### src/rtl/alu_seq.sv
`default_nettype none
// ============================================================================
// Module   : alu_seq
// Purpose  : Registered, parametrised ALU with a start/busy/done handshake,
//            a persistent NZVC flag register, carry-chained ADC/SBC, 1-bit
//            shifts and a multi-cycle shift-and-add unsigned multiply.
// Ports    : clk      - rising-edge clock
//            rst_n    - asynchronous active-low reset
//            start    - operation request, sampled only while idle
//            A, B     - operands (latched on the accepted start edge)
//            ALU_Sel  - operation select (0..10 defined, 11..15 reserved)
//            Result   - registered result, updated only with done
//            NZVC     - registered flags {N,Z,V,C}, updated only with done
//            busy     - high while a multiply is iterating
//            done     - one-cycle pulse marking a Result/NZVC update
// Revision : 1.0 - initial release
// ============================================================================
module alu_seq #(
  parameter int WIDTH = 8,
  parameter int CNT_W = $clog2(WIDTH + 1)
) (
  input  logic             clk,
  input  logic             rst_n,
  input  logic             start,
  input  logic [WIDTH-1:0] A,
  input  logic [WIDTH-1:0] B,
  input  logic [3:0]       ALU_Sel,
  output logic [WIDTH-1:0] Result,
  output logic [3:0]       NZVC,
  output logic             busy,
  output logic             done
);

  localparam int              MSB      = WIDTH - 1;
  localparam logic [3:0]      OP_MUL   = 4'd10;
  localparam logic [CNT_W-1:0] CNT_LAST = CNT_W'(WIDTH);

  // S_EXEC is the single cycle in which a one-cycle op is evaluated from the
  // latched operands; writeback happens on the edge leaving it.
  typedef enum logic [1:0] {
    S_IDLE = 2'd0,
    S_EXEC = 2'd1,
    S_MUL  = 2'd2,
    S_DONE = 2'd3
  } state_t;

  state_t state;
  state_t state_nx;

  logic latch_en;
  logic mul_step;
  logic wb_en;

  // Latched operation
  logic [WIDTH-1:0]   op_a;
  logic [WIDTH-1:0]   op_b;
  logic [3:0]         op_sel;
  logic               op_cin;

  // Multiplier datapath
  logic [2*WIDTH-1:0] mcand;
  logic [WIDTH-1:0]   mplier;
  logic [2*WIDTH-1:0] acc;
  logic [CNT_W-1:0]   cnt;

  // ALU evaluation
  logic [WIDTH:0]     ext_a;
  logic [WIDTH:0]     ext_b;
  logic [WIDTH:0]     ext_c;
  logic [WIDTH:0]     wide;
  logic [WIDTH-1:0]   alu_res;
  logic               alu_v;
  logic               alu_c;
  logic [3:0]         alu_flags;

  // --------------------------------------------------------------------------
  // Control FSM
  // --------------------------------------------------------------------------
  always_ff @(posedge clk or negedge rst_n) begin
    if (!rst_n) begin
      state <= S_IDLE;
    end else begin
      state <= state_nx;
    end
  end

  always_comb begin
    state_nx = state;
    latch_en = 1'b0;
    mul_step = 1'b0;
    wb_en    = 1'b0;
    case (state)
      S_IDLE: begin
        if (start) begin
          latch_en = 1'b1;
          state_nx = (ALU_Sel == OP_MUL) ? S_MUL : S_EXEC;
        end
      end
      S_EXEC: begin
        wb_en    = 1'b1;
        state_nx = S_DONE;
      end
      S_MUL: begin
        // cnt counts completed iterations; writeback once all WIDTH are in.
        if (cnt == CNT_LAST) begin
          wb_en    = 1'b1;
          state_nx = S_DONE;
        end else begin
          mul_step = 1'b1;
        end
      end
      S_DONE: begin
        state_nx = S_IDLE;
      end
      default: begin
        state_nx = S_IDLE;
      end
    endcase
  end

  // --------------------------------------------------------------------------
  // Datapath registers
  // --------------------------------------------------------------------------
  always_ff @(posedge clk or negedge rst_n) begin
    if (!rst_n) begin
      op_a   <= '0;
      op_b   <= '0;
      op_sel <= '0;
      op_cin <= 1'b0;
      mcand  <= '0;
      mplier <= '0;
      acc    <= '0;
      cnt    <= '0;
      Result <= '0;
      NZVC   <= 4'b0000;
      busy   <= 1'b0;
      done   <= 1'b0;
    end else begin
      if (latch_en) begin
        op_a   <= A;
        op_b   <= B;
        op_sel <= ALU_Sel;
        op_cin <= NZVC[0];
        mcand  <= {{WIDTH{1'b0}}, A};
        mplier <= B;
        acc    <= '0;
        cnt    <= '0;
      end
      if (mul_step) begin
        if (mplier[0]) begin
          acc <= acc + mcand;
        end
        mcand  <= mcand << 1;
        mplier <= mplier >> 1;
        cnt    <= cnt + 1'b1;
      end
      busy <= mul_step;
      done <= wb_en;
      if (wb_en) begin
        Result <= alu_res;
        NZVC   <= alu_flags;
      end
    end
  end

  // --------------------------------------------------------------------------
  // Result / flag evaluation from the latched operation
  // --------------------------------------------------------------------------
  assign ext_a = {1'b0, op_a};
  assign ext_b = {1'b0, op_b};
  assign ext_c = {{WIDTH{1'b0}}, op_cin};

  always_comb begin
    wide    = '0;
    alu_res = '0;
    alu_v   = 1'b0;
    alu_c   = 1'b0;
    case (op_sel)
      4'd0, 4'd1: begin
        wide    = (op_sel == 4'd1) ? (ext_a + ext_b + ext_c) : (ext_a + ext_b);
        alu_res = wide[WIDTH-1:0];
        alu_c   = wide[WIDTH];
        alu_v   = (op_a[MSB] == op_b[MSB]) && (alu_res[MSB] != op_a[MSB]);
      end
      4'd2, 4'd3: begin
        // Bit WIDTH of the extended difference is the borrow.
        wide    = (op_sel == 4'd3) ? (ext_a - ext_b - ext_c) : (ext_a - ext_b);
        alu_res = wide[WIDTH-1:0];
        alu_c   = wide[WIDTH];
        alu_v   = (op_a[MSB] != op_b[MSB]) && (alu_res[MSB] != op_a[MSB]);
      end
      4'd4: alu_res = op_a & op_b;
      4'd5: alu_res = op_a | op_b;
      4'd6: alu_res = op_a ^ op_b;
      4'd7: alu_res = ~op_a;
      4'd8: begin
        alu_res = {op_a[WIDTH-2:0], 1'b0};
        alu_c   = op_a[MSB];
      end
      4'd9: begin
        alu_res = {1'b0, op_a[WIDTH-1:1]};
        alu_c   = op_a[0];
      end
      4'd10: begin
        alu_res = acc[WIDTH-1:0];
        alu_c   = |acc[2*WIDTH-1:WIDTH];
        alu_v   = alu_c;
      end
      default: begin
        alu_res = '0;
      end
    endcase
  end

  assign alu_flags = {alu_res[MSB], (alu_res == '0), alu_v, alu_c};

endmodule
`default_nettype wire

### config.mk
export PLATFORM = sky130hd
export DESIGN_NAME = alu_seq
export DESIGN_NICKNAME = d
export VERILOG_FILES = /design/src/rtl/alu_seq.sv
export SDC_FILE = /design/constraint.sdc
export NUM_CORES = 1
export LEC_CHECK = 0
export ABC_AREA = 1
export CORE_ASPECT_RATIO = 0.9
export CORE_UTILIZATION = 60
export CTS_BUF_LIST = sky130_fd_sc_hd__clkbuf_8 sky130_fd_sc_hd__clkbuf_16
export CTS_CLUSTER_SIZE = 16
export DETAILED_ROUTE_END_ITERATION = 7
export GPL_TIMING_DRIVEN = 0
export PLACE_DENSITY = 0.8
export SYNTH_ARGS = -nofsm -noshare
export SYNTH_HDL_FRONTEND = slang
export SYNTH_SLANG_ARGS = --single-unit
export TNS_END_PERCENT = 10
### constraint.sdc
create_clock -name clk -period 5.1 [get_ports clk]
set_input_delay 1.02 -clock clk [delete_from_list [all_inputs] [get_ports clk]]
set_output_delay 1.02 -clock clk [all_outputs]
set_load 0.05 [all_outputs]
==> results.toml, run 1 <==
[drt]
drtIter0Drc = 473
drc_errors = 0
ant_nets = 0
avgViaCountPerCell = 5.71
num_vias = 5861
wl_per_cell_um = 16.3
first_pass_iters = 6
wl_um = 16800

[placement]
dp_hpwl_um = 13200
numPortBuffers = 36
gp_congestion = 0.978

[flow_run]
max-cap-violations = 0

[timing]
post-route-min-period_ns = 2.83
maxSlewHeadroom_pct = 61.1
hold_violations = 0
post-route-period-util_pct = 55.4
rsz0062_at_grt = "no"
slew_violations = 0
tns_ns = 0
fmax_mhz = 354
tightest_slew_ns = 0.583
finalSetupViolations = 0
final.setup_skew_ns = 0.0165

[clock_tree]
h-tree-depth = 3
post_cts_buffers = 0
cts-resized-gates = 0
clkLatencyLatePin_ns = 0.36
root_buffer = "clkbuf_8"
cts_hold_buf = 0
cts_tree = "built"
cts_buffers = 9
numClockSinks = 80
cts_buffer_depth = 2
clkTransAtPathRegs_ns = 0.09

[synthesis]
yosys.area_share.simple_pct = 28.4
synth-seq-area-share_pct = 33.5
synth_area_leaders = "dfrtp_1 (34%), nand2_1 (14%), ha_1 (10%)"
synth-compound-area-share_pct = 15.9
synth.top_cell.area_share_pct = 33.5
synth.ff_latch_count = 80
synth_xor_area_share_pct = 1.47
synth-adder-area-share_pct = 11.1
synth_top_family_by_area = "simple AND/OR/NAND/NOR gates"
synthArstFlopShare_pct = 100
synth_mux_area_share_pct = 0
synthesis.nets = 921
syn_inst = 847
synth_edf_count = 0
syn-cell-area_mm2 = 0.00597
yosysWarnings = 0
synth_cell_type_count = 45
ys.flop_type = "dfrtp_1"
synth.avg_cell_area_um2 = 7.05
yosysTopAreaCell = "dfrtp_1"

[global_route]
grt_pass1_wl_um = 28100
antenna_found_initial = 0
grt_usage_pct = 34.7
grt_max_degree = 75
gr-total-overflow = 0
first_global_vias = 5789

[run_status]
status = "finished, final reports clean"

[critical_path]
cp_max_fo = 4
startpoint_type = "flop"
critPathArrivalTime_ns = 3.13
required_ns = 5.40
cp-end-kind = "flop"
worstSetupPathType = "reg -> reg"

[hold_path]
hold_path.class = "in -> async"

[layout]
final_cell_mix = "nand2_1 (229), inv_1 (110), o21ai_0 (83)"
antennaDiodeCount = 0
final_common_cell = "nand2_1"
layout.nets = 969
syn_to_final_growth_pct = 12.9
final_util_pct = 69.8
drive_gt1_share_pct = 7.00

[die]
die_x_um = 107
io_pins = 37
fp-row-count = 34
core_area_mm2 = 0.00966
initial_core_util_pct = 61.8
dieArea_mm2 = 0.0104
die_y_um = 96.6
==> registers in the layout (all words and copies together) (netlist names) <==
register	cells
acc	16
state	2
NZVC	3
op_a	8
op_sel	4
busy	1
done	1
op_b	8
mplier	8
Result	8
mcand	16
cnt	4
op_cin	1
==> synth_stat cells, types with 12 or more instances <==
library cell / number
o22ai_1: 14
nor2_1: 63
o21ai_0: 83
inv_1: 110
dfrtp_1: 80
a21oi_1: 23
clkbuf_1: 12
nand3_1: 63
nand2_1: 229
ha_1: 48
==> routing by layer <==
layer / GRT usage [%] / wire length [um] / vias up
met4: 12.8 / 464 / 0
met2: 58.5 / 8200 / 215
met3: 5.73 / 1080 / 32
met1: 44.8 / 7010 / 2746
met5: 0 / 0 / -
li1: - / - / 2868
==> final cells by class <==
type / instances / area, um2
sequential: 80 / 2000
multi-input combinational: 624 / 3400
timing repair buffer: 37 / 385
tap: 126 / 158
clock inverter: 7 / 101
clock buffer: 9 / 124
fill: 801 / 2920
buffer: 22 / 115
inverter: 121 / 457
==> final timing paths <==
kind / from / endpoint / slack (ns) / cells past startpoint
max: op_b[0]$_DFFE_PN0P_ / NZVC[2]$_DFFE_PN0P_ / 2.27 / 13
min: rst_n / NZVC[2]$_DFFE_PN0P_ / 0.47 / 1
max reg2reg: op_b[0]$_DFFE_PN0P_ / NZVC[2]$_DFFE_PN0P_ / 2.27 / 13
min reg2reg: Result[5]$_DFFE_PN0P_ / Result[5]$_DFFE_PN0P_ / 0.48 / 2
max in group asynchronous: rst_n / acc[8]$_DFF_PN0_ / 4.06 / 2
min in group clk: Result[5]$_DFFE_PN0P_ / Result[5]$_DFFE_PN0P_ / 0.48 / 2
==> stage by stage <==
step	setup slack, ns	hold slack, ns	instance area (um2)	instances
4_1_cts	2.32	0.468	6740	1026
3_3_place_gp	0.324	0.458	6490	1009
5_1_grt	2.08	0.459	6740	1026
3_5_place_dp	2.34	0.465	6520	1010
2_1_floorplan	2.81	0.444	5970	847
6_report	2.27	0.471	6740	1026
==> worst max-delay path, cell delays in order, from the launching register on <==
cell,delay (ns)
dfrtp_1,0.44
ha_1,0.31
fa_1,0.57
ha_1,0.18
nand3_1,0.12
nor2_1,0.16
nand3_2,0.11
nor2_1,0.14
nand3_1,0.14
nand3_1,0.11
nand3_1,0.15
nor2_2,0.16
nand3_1,0.11
nand2_1,0.07
==> cell families after synthesis <==
logic type               after synthesis
AO/OA/AOI/OAI                        166
XOR/XNOR                              10
adder cells (fa/ha/maj)               51
buffers and inverters                143
flip-flops                            80
AND/OR/NAND/NOR                      397
Power of run 1 is left out: the tool's default activity adds up to more than one toggle a clock period on the data nets, which glitch-free logic cannot reach.
==> run 2, diff against run 1 <==
==> constraint.sdc (replaced) <==
create_clock -name clk -period 2.65 [get_ports clk]
set_input_delay 0.53 -clock clk [delete_from_list [all_inputs] [get_ports clk]]
set_output_delay 0.53 -clock clk [all_outputs]
set_load 0.05 [all_outputs]
==> run 2 against run 1 <==
Against the previous run:
- the run now ends with setup timing left
- core utilization rose by 3.0 points
- via count grew 2.8%
- die area is the same
- highest routed layer unchanged
- cell count increased by 1.3%
- cell area rose by 4.3%
- wire length is 4.5% higher
- global-route usage up 0.39 points
- maximum frequency up 4.2%
- worst setup slack lost 2.3 ns
==> results.toml, run 2 (synthesized netlist as in run 1, its figures left out) <==
[run_status]
status = "complete, but fails checks"
violations = "setup timing"

[critical_path]
cp_slowest_cell = "fa_2"
crit_family = "simple AND/OR/NAND/NOR gates"
worstSetupPathDepth = 16
rr_startpoint = "op_a[0]$_DFFE_PN0P_"
critPathLaunch = "op_a[0]$_DFFE_PN0P_"
cp-end-kind = "flop"
critPathArrivalTime_ns = 2.97
crit_buf_inv = 2
cp_slowest_stage_delay_ns = 0.59
r2r_cells = 16
worstSetupPathType = "reg -> reg"
reg2reg_setup_slack_ns = -0.06
cp_max_fo = 3
startpoint_type = "flop"
path_cells = "buf_6 > ha_4 > fa_2 > nand2_1 > inv_1 > nand3_2 > nor2_2 > nand3_2 > nor2_4 > nand4_1 > nand2_1 > nand2_1 > nand3_2 > nand3_2 > nand2_2 > nand2_2"
cpMostUsedCell = "nand3_2"
required_ns = 2.90

[drt]
avgViaCountPerCell = 5.80
ant_nets = 0
wl_per_cell_um = 16.9
drtIter0Drc = 493
drc_errors = 0
wl_um = 17500
first_pass_iters = 6
num_vias = 6025

[global_route]
grt_usage_pct = 35.1
first_global_vias = 5842
grt_max_degree = 75
grt_pass1_wl_um = 28400
antenna_found_initial = 0
gr-total-overflow = 0

[die]
initial_core_util_pct = 61.8
core_area_mm2 = 0.00966
dieArea_mm2 = 0.0104
fp-row-count = 34
die_y_um = 96.6
die_x_um = 107
io_pins = 37

[hold_path]
hp-start = "NZVC[2]$_DFFE_PN0P_"
hold_path_depth = 2
hold_path.class = "reg -> reg"

[layout]
final_common_cell = "nand2_1"
antennaDiodeCount = 0
drive_gt1_share_pct = 12.7
top_regs = "acc: 16 flops, mcand: 16 flops"
final_cell_area_mm2 = 0.00703
layout.nets = 982
final_cell_mix = "nand2_1 (225), inv_1 (108), o21ai_0 (81)"
syn_to_final_growth_pct = 17.7

[clock_tree]
cts_buffer_depth = 2
numClockSinks = 80
clkTransAtPathRegs_ns = 0.09
cts_tree = "built"
clkLatencyLatePin_ns = 0.36
root_buffer = "clkbuf_8"
h-tree-depth = 3
cts_buffers = 9

[timing]
fmax_mhz = 369
final.setup_skew_ns = 0.0176
rsz0062_at_grt = "yes"
post-route-period-util_pct = 102
tightest_slew_ns = 0.588
slew_violations = 0
hold_violations = 0
maxSlewHeadroom_pct = 60.4
finalSetupViolations = 2
fin_ws_ns = -0.0623
post-route-min-period_ns = 2.71

[flow_run]
max-cap-violations = 0

[placement]
dpl-instance-area_mm2 = 0.00652
numPortBuffers = 36
gp_congestion = 0.978
dp_hpwl_um = 13200
pre_cts_ws_ns = -0.113
==> run 2: repair_timing <==
action | CTS | global route
pin swaps | 11 | 22
endpoints found under the hold margin | 6 | 0
setup endpoints to repair | 3 | 7
hold buffers | 1 | 0
buffers inserted | 4 | 8
resized for setup | 18 | 33
==> run 2: final timing paths <==
| kind | end |
|---|---|
| min in group asynchronous | NZVC[2]$_DFFE_PN0P_ |
| max in group asynchronous | op_a[3]$_DFFE_PN0P_ |
| min | NZVC[2]$_DFFE_PN0P_ |
| min reg2reg | NZVC[2]$_DFFE_PN0P_ |
| max reg2reg | NZVC[1]$_DFFE_PN0P_ |
| max | NZVC[1]$_DFFE_PN0P_ |
==> run 2: area by class of cell <==
type	count	area [um2]
Multi-Input combinational cell	624	3570
Sequential cell	80	2010
Buffer	22	115
Tap cell	126	158
Clock buffer	9	124
Clock inverter	7	101
Fill cell	752	2630
Timing Repair Buffer	50	489
Inverter	121	457
==> run 2: metrics by stage <==
stage / hold WS (ns) / TNS (ns) / utilization [%] / instances
finish: 0.487 / -0.0888 / 72.8 / 1039
global route: 0.512 / -0.372 / 72.8 / 1039
CTS: 0.488 / -0.0375 / 71.0 / 1031
detailed placement: 0.358 / -0.212 / 67.5 / 1010
global placement: 0.458 / -130.28 / 67.2 / 1009
floorplan: 0.234 / 0 / - / 847
==> run 2: worst reg2reg max path: cells and delay by family, from the launching register on <==
family | cells | cell delay (ns)
simple gates | 12 | 1.25
buf+inv | 2 | 0.20
flops | 1 | 0.40
fa+ha+maj | 2 | 0.76
==> run 2: per-layer routing <==
| metal | vias to the layer above | track usage (%) | wire, um |
|---|---|---|---|
| met5 | - | 0 | 0 |
| met4 | 0 | 13.6 | 583 |
| li1 | 2893 | - | - |
| met2 | 241 | 58.8 | 8540 |
| met1 | 2854 | 45.2 | 7330 |
| met3 | 37 | 6.06 | 1060 |
Power of run 2 is left out for the same reason.
==> run 3, diff against run 2 <==
--- a/config.mk
+++ b/config.mk
@@ -5,14 +5,14 @@
 export SDC_FILE = /design/constraint.sdc
 export NUM_CORES = 1
 export LEC_CHECK = 0
-export ABC_AREA = 1
 export CORE_ASPECT_RATIO = 0.9
 export CORE_UTILIZATION = 60
 export CTS_BUF_LIST = sky130_fd_sc_hd__clkbuf_8 sky130_fd_sc_hd__clkbuf_16
 export CTS_CLUSTER_SIZE = 16
 export DETAILED_ROUTE_END_ITERATION = 7
 export GPL_TIMING_DRIVEN = 0
-export PLACE_DENSITY = 0.8
+export PLACE_DENSITY = 0.81
+export SETUP_SLACK_MARGIN = 0.02
 export SYNTH_ARGS = -nofsm -noshare
 export SYNTH_HDL_FRONTEND = slang
 export SYNTH_SLANG_ARGS = --single-unit
==> run 3 against run 2 <==
Against the previous run:
- the flow still finishes with violations (setup timing)
- register-to-register slack got worse by 0.34 ns
- critical path depth fell by 6
- via count fell by 5.5%
==> results.toml, run 3 <==
[run_status]
status = "complete, but fails checks"
violations = "setup timing"

[clock_tree]
cts_tree = "built"
numClockSinks = 80
clkLatencyLatePin_ns = 0.38
cts_buffer_depth = 2
cts_buffers = 9
clkTransAtPathRegs_ns = 0.08
h-tree-depth = 3
root_buffer = "clkbuf_8"

[placement]
dp_hpwl_um = 13200
pre_cts_ws_ns = -0.658
numPortBuffers = 36
gp_congestion = 0.961

[timing]
final.setup_skew_ns = 0.0123
tightest_slew_ns = 0.866
fin_hold_ws_ns = 0.485
fin_ws_ns = -0.403
rsz0062_at_grt = "yes"
post-route-period-util_pct = 115
maxSlewHeadroom_pct = 41.8
slew_violations = 0
finalSetupViolations = 7
hold_violations = 0
fmax_mhz = 327
post-route-min-period_ns = 3.05

[drt]
ant_nets = 0
num_vias = 5693
wl_um = 17800
avgViaCountPerCell = 6.51
first_pass_iters = 6
wl_per_cell_um = 20.3
drc_errors = 0
drtIter0Drc = 553

[layout]
antennaDiodeCount = 0
register_area_mm2 = 0.00201
layout.nets = 821
fillCellCount = 719
syn_to_final_growth_pct = 18.4
top_regs = "acc: 16 flops, mcand: 16 flops"
multiInputGateArea_mm2 = 0.00388
final_cell_mix = "nand2_1 (96), dfrtp_1 (75), o21ai_0 (53)"
final_common_cell = "nand2_1"
drive_gt1_share_pct = 12.6

[synthesis]
yosysTopAreaCell = "dfrtp_1"
synth_cell_type_count = 74
syn-cell-area_mm2 = 0.00590
synth.most_common_cell = "nand2_1"
synthArstFlopShare_pct = 100
syn_inst = 693
synth_top_family_by_area = "simple AND/OR/NAND/NOR gates"
synth.avg_cell_area_um2 = 8.51
ys.flop_type = "dfrtp_1"
synth_mux_area_share_pct = 2.61
synth-adder-area-share_pct = 11.2
synth.top_cell.area_share_pct = 33.9
synth_common_cells = "nand2_1 (97), dfrtp_1 (80), o21ai_0 (53)"
synth-compound-area-share_pct = 20.7
synth.ff_latch_count = 80
synthesis.nets = 767
yosys.area_share.simple_pct = 22.4
synth-seq-area-share_pct = 33.9
synth_area_leaders = "dfrtp_1 (34%), ha_1 (10%), nand2_1 (6.2%)"
yosysWarnings = 0
synth_xor_area_share_pct = 4.22
synth_edf_count = 0

[die]
core_area_mm2 = 0.00933
fp-row-count = 33
die_x_um = 107
io_pins = 37
dieArea_mm2 = 0.0102
die_y_um = 96.1
initial_core_util_pct = 63.2

[critical_path]
cp_max_fo = 3
critPathArrivalTime_ns = 3.32
crit_buf_inv = 0
cp_slowest_cell = "fa_2"
cp-end-kind = "flop"
crit_family = "simple AND/OR/NAND/NOR gates"
cp_slowest_stage_delay_ns = 0.65
worstSetupPathType = "reg -> reg"
startpoint_type = "flop"
required_ns = 2.92
cpMostUsedCell = "ha_4"
path_cells = "ha_4 > fa_2 > ha_4 > nand2_2 > nor3_4 > nand3_2 > or3_4 > or4_4 > a31oi_4 > a21oi_2"

[global_route]
gr-total-overflow = 0
grt_pass1_wl_um = 27700
antenna_found_initial = 0
grt_max_degree = 74
first_global_vias = 5266
grt_usage_pct = 36.1

[hold_path]
hold_path.class = "reg -> reg"

[flow_run]
max-cap-violations = 0
run 3: cell count changes after synthesis, sizes merged, moves of 11 or more:
cell,delta
nand2,-140
inv,-77
o21ai,-35
nor2,-33
nand3,-28
a211oi,+15
nand2b,+13
a31oi,+12
mux2i,+12
clkbuf,+11
run 3: timing repair:
item | CTS | global route
setup endpoints to repair | 10 | 13
hold buffers | 1 | 0
setup buffers | 3 | 3
endpoints found under the hold margin | 7 | 0
resized for setup | 23 | 27
pin swaps | 4 | 9
run 3: per-layer routing:
| layer | global-route usage [%] | up-vias | share of wire [%] |
|---|---|---|---|
| met1 | 49.7 | 2722 | 44 |
| met3 | 7.85 | 47 | 8.7 |
| li1 | - | 2612 | - |
| met2 | 56.7 | 312 | 45 |
| met4 | 12.0 | 0 | 3.0 |
| met5 | 0 | - | 0 |
run 3: area by class of cell:
cell class	instances	share of cell area (%)
Buffer	32	1.93
Clock buffer	10	1.97
Clock inverter	6	0.985
Inverter	42	2.26
Multi-Input combinational cell	538	55.6
Sequential cell	80	28.7
Tap cell	122	2.19
Timing Repair Buffer	44	6.30
run 3: per-stage QoR:
stage / std cells / area [um2] / util, % / TNS (ns)
floorplan: 693 / 5920 / - / -0.391
global placement: 851 / 6430 / 69.0 / -137.34
detailed placement: 852 / 6460 / 69.2 / -3.24
CTS: 871 / 6810 / 72.9 / -1.72
global route: 874 / 6990 / 74.9 / -2.87
finish: 874 / 6990 / 74.9 / -1.91
run 3: final timing paths:
check / slack (ns) / to / depth (start not counted) / from
max: -0.40 / NZVC[0]$_DFFE_PN0P_ / 10 / op_a[0]$_DFFE_PN0P_
max reg2reg: -0.40 / NZVC[0]$_DFFE_PN0P_ / 10 / op_a[0]$_DFFE_PN0P_
min in group asynchronous: 0.51 / done$_DFF_PN0_ / 2 / rst_n
min: 0.48 / Result[0]$_DFFE_PN0P_ / 2 / Result[0]$_DFFE_PN0P_
min reg2reg: 0.48 / Result[0]$_DFFE_PN0P_ / 2 / Result[0]$_DFFE_PN0P_
max in group asynchronous: 1.53 / op_a[1]$_DFFE_PN0P_ / 3 / rst_n
run 3: worst min-delay path: stages (launching register included):
cell and delay (ns):
dfrtp_1 0.35, nand2_1 0.04, o21ai_0 0.06
run 3: logic make-up (layout without fill, tap and decap cells):
group / count (synthesis) / count (layout)
flops: 80 / 80
simple gates: 261 / 261
xor+xnor: 26 / 26
mux: 15 / 15
compound gates: 185 / 185
buf+inv: 75 / 134
fa+ha+maj: 51 / 51
Power of run 3 is left out for the same reason.
==> patch 1: new RTL, flow settings as in run 3 <==
Register the output `Result` once more, cleared by the reset; this adds one clock of latency there. The other outputs are not delayed to match. Comments in the files are not updated.
--- a/src/rtl/alu_seq.sv
+++ b/src/rtl/alu_seq.sv
@@ -44,6 +44,8 @@
     S_DONE = 2'd3
   } state_t;
 
+  logic [WIDTH-1:0] Result_s0;
+
   state_t state;
   state_t state_nx;
 
@@ -131,7 +133,7 @@
       mplier <= '0;
       acc    <= '0;
       cnt    <= '0;
-      Result <= '0;
+      Result_s0 <= '0;
       NZVC   <= 4'b0000;
       busy   <= 1'b0;
       done   <= 1'b0;
@@ -157,7 +159,7 @@
       busy <= mul_step;
       done <= wb_en;
       if (wb_en) begin
-        Result <= alu_res;
+        Result_s0 <= alu_res;
         NZVC   <= alu_flags;
       end
     end
@@ -214,6 +216,14 @@
 
   assign alu_flags = {alu_res[MSB], (alu_res == '0), alu_v, alu_c};
 
+  always_ff @(posedge clk or negedge rst_n) begin
+    if (!rst_n) begin
+      Result <= '0;
+    end else begin
+      Result <= Result_s0;
+    end
+  end
+
 endmodule
 `default_nettype wire
 
Check against the original RTL: not equivalent (a bounded check fails within 4 cycles, from zero or initial values and one cycle with rst_n low).
==> patch 1 against run 3 <==
  * The run still ends with negative setup slack left
  * Critical endpoint is now acc[15]
  * Setup slack gained 0.14 ns
  * Clock skew grew 0.0024 ns
  * Highest routed layer unchanged
  * Design area grew 1.0%
  * Sequential cell count grew 8
  * Area after synthesis grew 1.2%
  * Critical path type unchanged
  * Routed wire length is essentially flat
  * Largest cell class unchanged
Power is left out: the tool's default activity adds up to more than one toggle a clock period on the data nets, which glitch-free logic cannot reach.
==> patch 1: results (changes against run 3) <==
<table>
<tr><th>Metric</th><th>Value</th></tr>
<tr><th colspan="2">Clock network</th></tr>
<tr><td>Clock slew at the register clock pins of the worst setup and hold paths</td><td>0.10 ns (+0.02 ns)</td></tr>
<tr><th colspan="2">Synth</th></tr>
<tr><td>XOR/XNOR Fraction of Synth Area</td><td>0.0472 (+0.00495)</td></tr>
<tr><td>Sequential share of the synthesized area</td><td>0.369 (+0.0295)</td></tr>
<tr><td>Most frequent cells after synthesis</td><td>sky130_fd_sc_hd__nand2_1 (99), sky130_fd_sc_hd__dfrtp_1 (88), sky130_fd_sc_hd__o21ai_0 (58)</td></tr>
<tr><td>Synth unique cells</td><td>76 (+2.7%)</td></tr>
<tr><td>Compound-Gate Fraction of Synth Area</td><td>0.189 (-0.0182)</td></tr>
<tr><td>Cells taking the most area after synthesis</td><td>sky130_fd_sc_hd__dfrtp_1 (37%), sky130_fd_sc_hd__ha_1 (10%), sky130_fd_sc_hd__nand2_1 (6.2%)</td></tr>
<tr><td>Mux contribution to synthesized area</td><td>0.0258 (-0.000312)</td></tr>
<tr><th colspan="2">Run status</th></tr>
<tr><td>Run status</td><td>complete, but fails checks</td></tr>
<tr><td>Violations in the final reports</td><td>negative setup slack</td></tr>
<tr><th colspan="2">Timing</th></tr>
<tr><td>Final number of setup-violating endpoints</td><td>7 (unchanged)</td></tr>
<tr><td>Post-Route Skew</td><td>0.0147 ns (+0.00240 ns)</td></tr>
<tr><td>Setup TNS</td><td>-1.27 ns (+0.643 ns)</td></tr>
<tr><td>Minimum setup slack in the final design</td><td>-0.268 ns (+0.135 ns)</td></tr>
<tr><td>Tightest slew margin relative to the limit</td><td>0.343 (-0.0754)</td></tr>
<tr><th colspan="2">Drt</th></tr>
<tr><td>Number of vias per cell</td><td>6.42 (-1.4%)</td></tr>
<tr><td>Routed len/inst</td><td>20.3 um (-0.34%)</td></tr>
<tr><td>Amount of wire on met2 after detailed routing</td><td>7940 um (about the same)</td></tr>
<tr><td>Metal1 wirelength</td><td>7590 um (-2.4%)</td></tr>
<tr><td>Detailed router's first-iteration violation count</td><td>588 (+6.3%)</td></tr>
<tr><th colspan="2">Placement</th></tr>
<tr><td>HPWL after DPL</td><td>13,100 um (-1.0%)</td></tr>
<tr><td>Setup slack after placement</td><td>-0.544 ns (+0.114 ns)</td></tr>
<tr><th colspan="2">Critical path</th></tr>
<tr><td>Longest individual stage delay on the worst path</td><td>0.45 ns (-0.20 ns)</td></tr>
<tr><td>Cell family with the largest share of critical-path delay</td><td>compound AO/OA/AOI/OAI gates</td></tr>
<tr><th colspan="2">GRT</th></tr>
<tr><td>Routing usage on met3</td><td>0.0889 (+0.0104)</td></tr>
<tr><td>Global-route wire length before repair</td><td>28,600 um (+3.2%)</td></tr>
<tr><td>Met1 usage in global routing</td><td>0.520 (+0.0238)</td></tr>
<tr><th colspan="2">Cells and area</th></tr>
<tr><td>Share of cells above drive strength 1</td><td>0.134 (+0.00816)</td></tr>
<tr><td>FF/Latch Area</td><td>2210 um2 (+10%)</td></tr>
<tr><td>Fill cells</td><td>727 (+1.1%)</td></tr>
</table>
-- patch 1: layout make-up --
class | instances | share of cell area
sequential | 88 | 0.313
clock buffer | 9 | 0.0176
clock inverter | 7 | 0.00656
tap | 126 | 0.0223
timing repair buffer | 50 | 0.0684
buffer | 37 | 0.0220
multi-input combinational | 524 | 0.531
inverter | 36 | 0.0195
-- patch 1: final timing paths --
| path | from | endpoint | slack, ns |
|---|---|---|---|
| min in group clk | Result_s0[3] | Result[3] | 0.39 |
| setup / recovery | mcand[2] | acc[15] | -0.27 |
| setup reg to reg | mcand[2] | acc[15] | -0.27 |
| hold reg to reg | Result_s0[3] | Result[3] | 0.39 |
| hold / removal | rst_n | Result[3] | 0.05 |
| max in group asynchronous | rst_n | op_a[0] | 1.93 |
-- patch 1: timing repair --
| action | in CTS | in global routing |
|---|---|---|
| setup buffers | 4 | 9 |
| pin swaps | 5 | 12 |
| setup endpoints to repair | 11 | 14 |
| resized for setup | 27 | 30 |
==> patch 2: new RTL, flow settings as in run 3 <==
Without the edit above. The parameter `WIDTH` goes from 8 to 16.
--- a/src/rtl/alu_seq.sv
+++ b/src/rtl/alu_seq.sv
@@ -16,7 +16,7 @@
 // Revision : 1.0 - initial release
 // ============================================================================
 module alu_seq #(
-  parameter int WIDTH = 8,
+  parameter int WIDTH = 16,
   parameter int CNT_W = $clog2(WIDTH + 1)
 ) (
   input  logic             clk,
Interface: changed (resized A, B and Result); port bits go from 37 to 61. The function was not compared with the original's and may differ.
==> patch 2 against run 3 <==
  * The run ends with design-rule violations, negative setup slack left
  * Worst hold slack got worse by 0.39 ns
  * Routed wire length increased by 110%
  * Area after synthesis increased by 91%
  * Setup slack got worse by 0.94 ns
  * Critical endpoint is now NZVC[2]
  * Clock skew increased by 0.0018 ns
  * Largest cell class unchanged
  * Sequential cell count increased by 65
  * Design area increased by 95%
Power is left out: the tool's default activity adds up to more than one toggle a clock period on the data nets, which glitch-free logic cannot reach.
==> patch 2: results (changes against run 3) <==
<table>
<tr><th>Metric</th><th>Value</th></tr>
<tr><th colspan="2">Drt</th></tr>
<tr><td>Routed len/inst</td><td>22.1 um (+8.5%)</td></tr>
<tr><td>Total met3 wirelength after detailed routing</td><td>4820 um (+210%)</td></tr>
<tr><td>Number of design rule violations left after detail routing</td><td>1 (+1)</td></tr>
<tr><td>Vias after detailed routing</td><td>11,574 (+100%)</td></tr>
<tr><td>First-pass DRT Iterations</td><td>8 (+2)</td></tr>
<tr><th colspan="2">Cells and area</th></tr>
<tr><td>Share of cells above drive strength 1</td><td>0.146 (+0.0198)</td></tr>
<tr><td>ClkCell Share</td><td>0.0461 (+0.0166)</td></tr>
<tr><td>Count of plain and timing-repair buffers</td><td>158 (+110%)</td></tr>
<tr><td>Net count reported at finish</td><td>1,596 (+94%)</td></tr>
<tr><td>Fill cells</td><td>1,394 (+94%)</td></tr>
<tr><td>FF/Latch Area</td><td>3640 um2 (+81%)</td></tr>
<tr><td>Multi-input combinational cell count</td><td>1,066 (+98%)</td></tr>
<tr><td>Clock buffer count</td><td>18 (+8)</td></tr>
<tr><th colspan="2">Placement</th></tr>
<tr><td>HPWL after DPL</td><td>27,300 um (+110%)</td></tr>
<tr><td>Count of port buffers added during placement</td><td>60 (+67%)</td></tr>
<tr><th colspan="2">GRT</th></tr>
<tr><td>Pin count of the biggest net entering global routing</td><td>84 (+14%)</td></tr>
<tr><td>Total routing usage reported by global routing</td><td>0.396 (+0.0355)</td></tr>
<tr><td>Via count of the first global-routing pass</td><td>10,697 (+100%)</td></tr>
<tr><td>Met1 usage in global routing</td><td>0.560 (+0.0637)</td></tr>
<tr><td>Routing usage on met3</td><td>0.106 (+0.0277)</td></tr>
<tr><td>Met2 track utilization from global routing</td><td>0.569 (+0.00168)</td></tr>
<tr><th colspan="2">Clock network</th></tr>
<tr><td>Total of cells resized after clock tree synthesis</td><td>83 (+260%)</td></tr>
<tr><td>Number of buffers added by the clock tree synthesis step</td><td>17 (+8)</td></tr>
<tr><th colspan="2">Timing</th></tr>
<tr><td>Final number of setup-violating endpoints</td><td>25 (+18)</td></tr>
<tr><td>Hold slack final</td><td>0.0919 ns (-0.393 ns)</td></tr>
<tr><td>Slew @ Worst Pin</td><td>0.957 ns (+0.0907 ns)</td></tr>
<tr><td>Minimum setup slack in the final design</td><td>-1.34 ns (-0.940 ns)</td></tr>
<tr><th colspan="2">Synth</th></tr>
<tr><td>Net count after synthesis</td><td>1,490 (+94%)</td></tr>
<tr><td>Flop and latch count out of synthesis</td><td>145 (+81%)</td></tr>
<tr><td>Synth unique cells</td><td>90 (+22%)</td></tr>
<tr><th colspan="2">Run status</th></tr>
<tr><td>Run status</td><td>complete, but fails checks</td></tr>
<tr><td>Violations in the final reports</td><td>design-rule violations, negative setup slack</td></tr>
<tr><th colspan="2">Min path</th></tr>
<tr><td>Min-delay worst type</td><td>input port to asynchronous set/reset pin</td></tr>
</table>
patch 2: cell types whose count changed after synthesis, sizes merged, moves of 41 or more:
cell,before,now
nand2,97,187
dfrtp,80,145
nor2,41,98
o21ai,57,110
a21oi,26,73
ha,48,89
patch 2: through the flow:
step	setup TNS (ns)	instance area, um2	setup slack, ns	std cells
after floorplan	-6.21	11300	-0.747	1359
after global placement	-724.96	12200	-4.85	1664
after detailed placement	-25.37	12300	-1.66	1665
after CTS	-12.03	13400	-1.02	1715
after global routing	-15.97	13600	-1.19	1723
final	-13.65	13600	-1.34	1723
patch 2: worst paths after layout:
check,from,to,cells past startpoint
worst min register to register,Result[0],Result[0],1
worst max register to register,op_sel[2],NZVC[2],9
worst max-delay path,op_sel[2],NZVC[2],9
worst min-delay path,rst_n,Result[0],1
min in group clk,Result[0],Result[0],1
max in group asynchronous,rst_n,acc[11],2
patch 2: worst max-delay path: stages (launching register included):
cell                        delay (ns)
sky130_fd_sc_hd__dfrtp_1          0.43
sky130_fd_sc_hd__clkbuf_1         0.44
sky130_fd_sc_hd__nand2b_1         0.29
sky130_fd_sc_hd__nor2_1           0.22
sky130_fd_sc_hd__clkbuf_1         0.38
sky130_fd_sc_hd__a2111oi_1        0.98
sky130_fd_sc_hd__nand4_1          0.38
sky130_fd_sc_hd__nor4_2           0.33
sky130_fd_sc_hd__nand4b_1         0.16
sky130_fd_sc_hd__o41ai_2          0.26
patch 2: logic make-up after synthesis:
family / after synthesis / share of synthesized area
and+or+nand+nor: 508 / 0.219
adders and majority gates: 92 / 0.104
xor gates and xnor gates: 65 / 0.0542
DFF: 145 / 0.322
AOI/OAI and AO/OA: 378 / 0.227
buffers and inverters: 148 / 0.0513
muxes: 23 / 0.0220
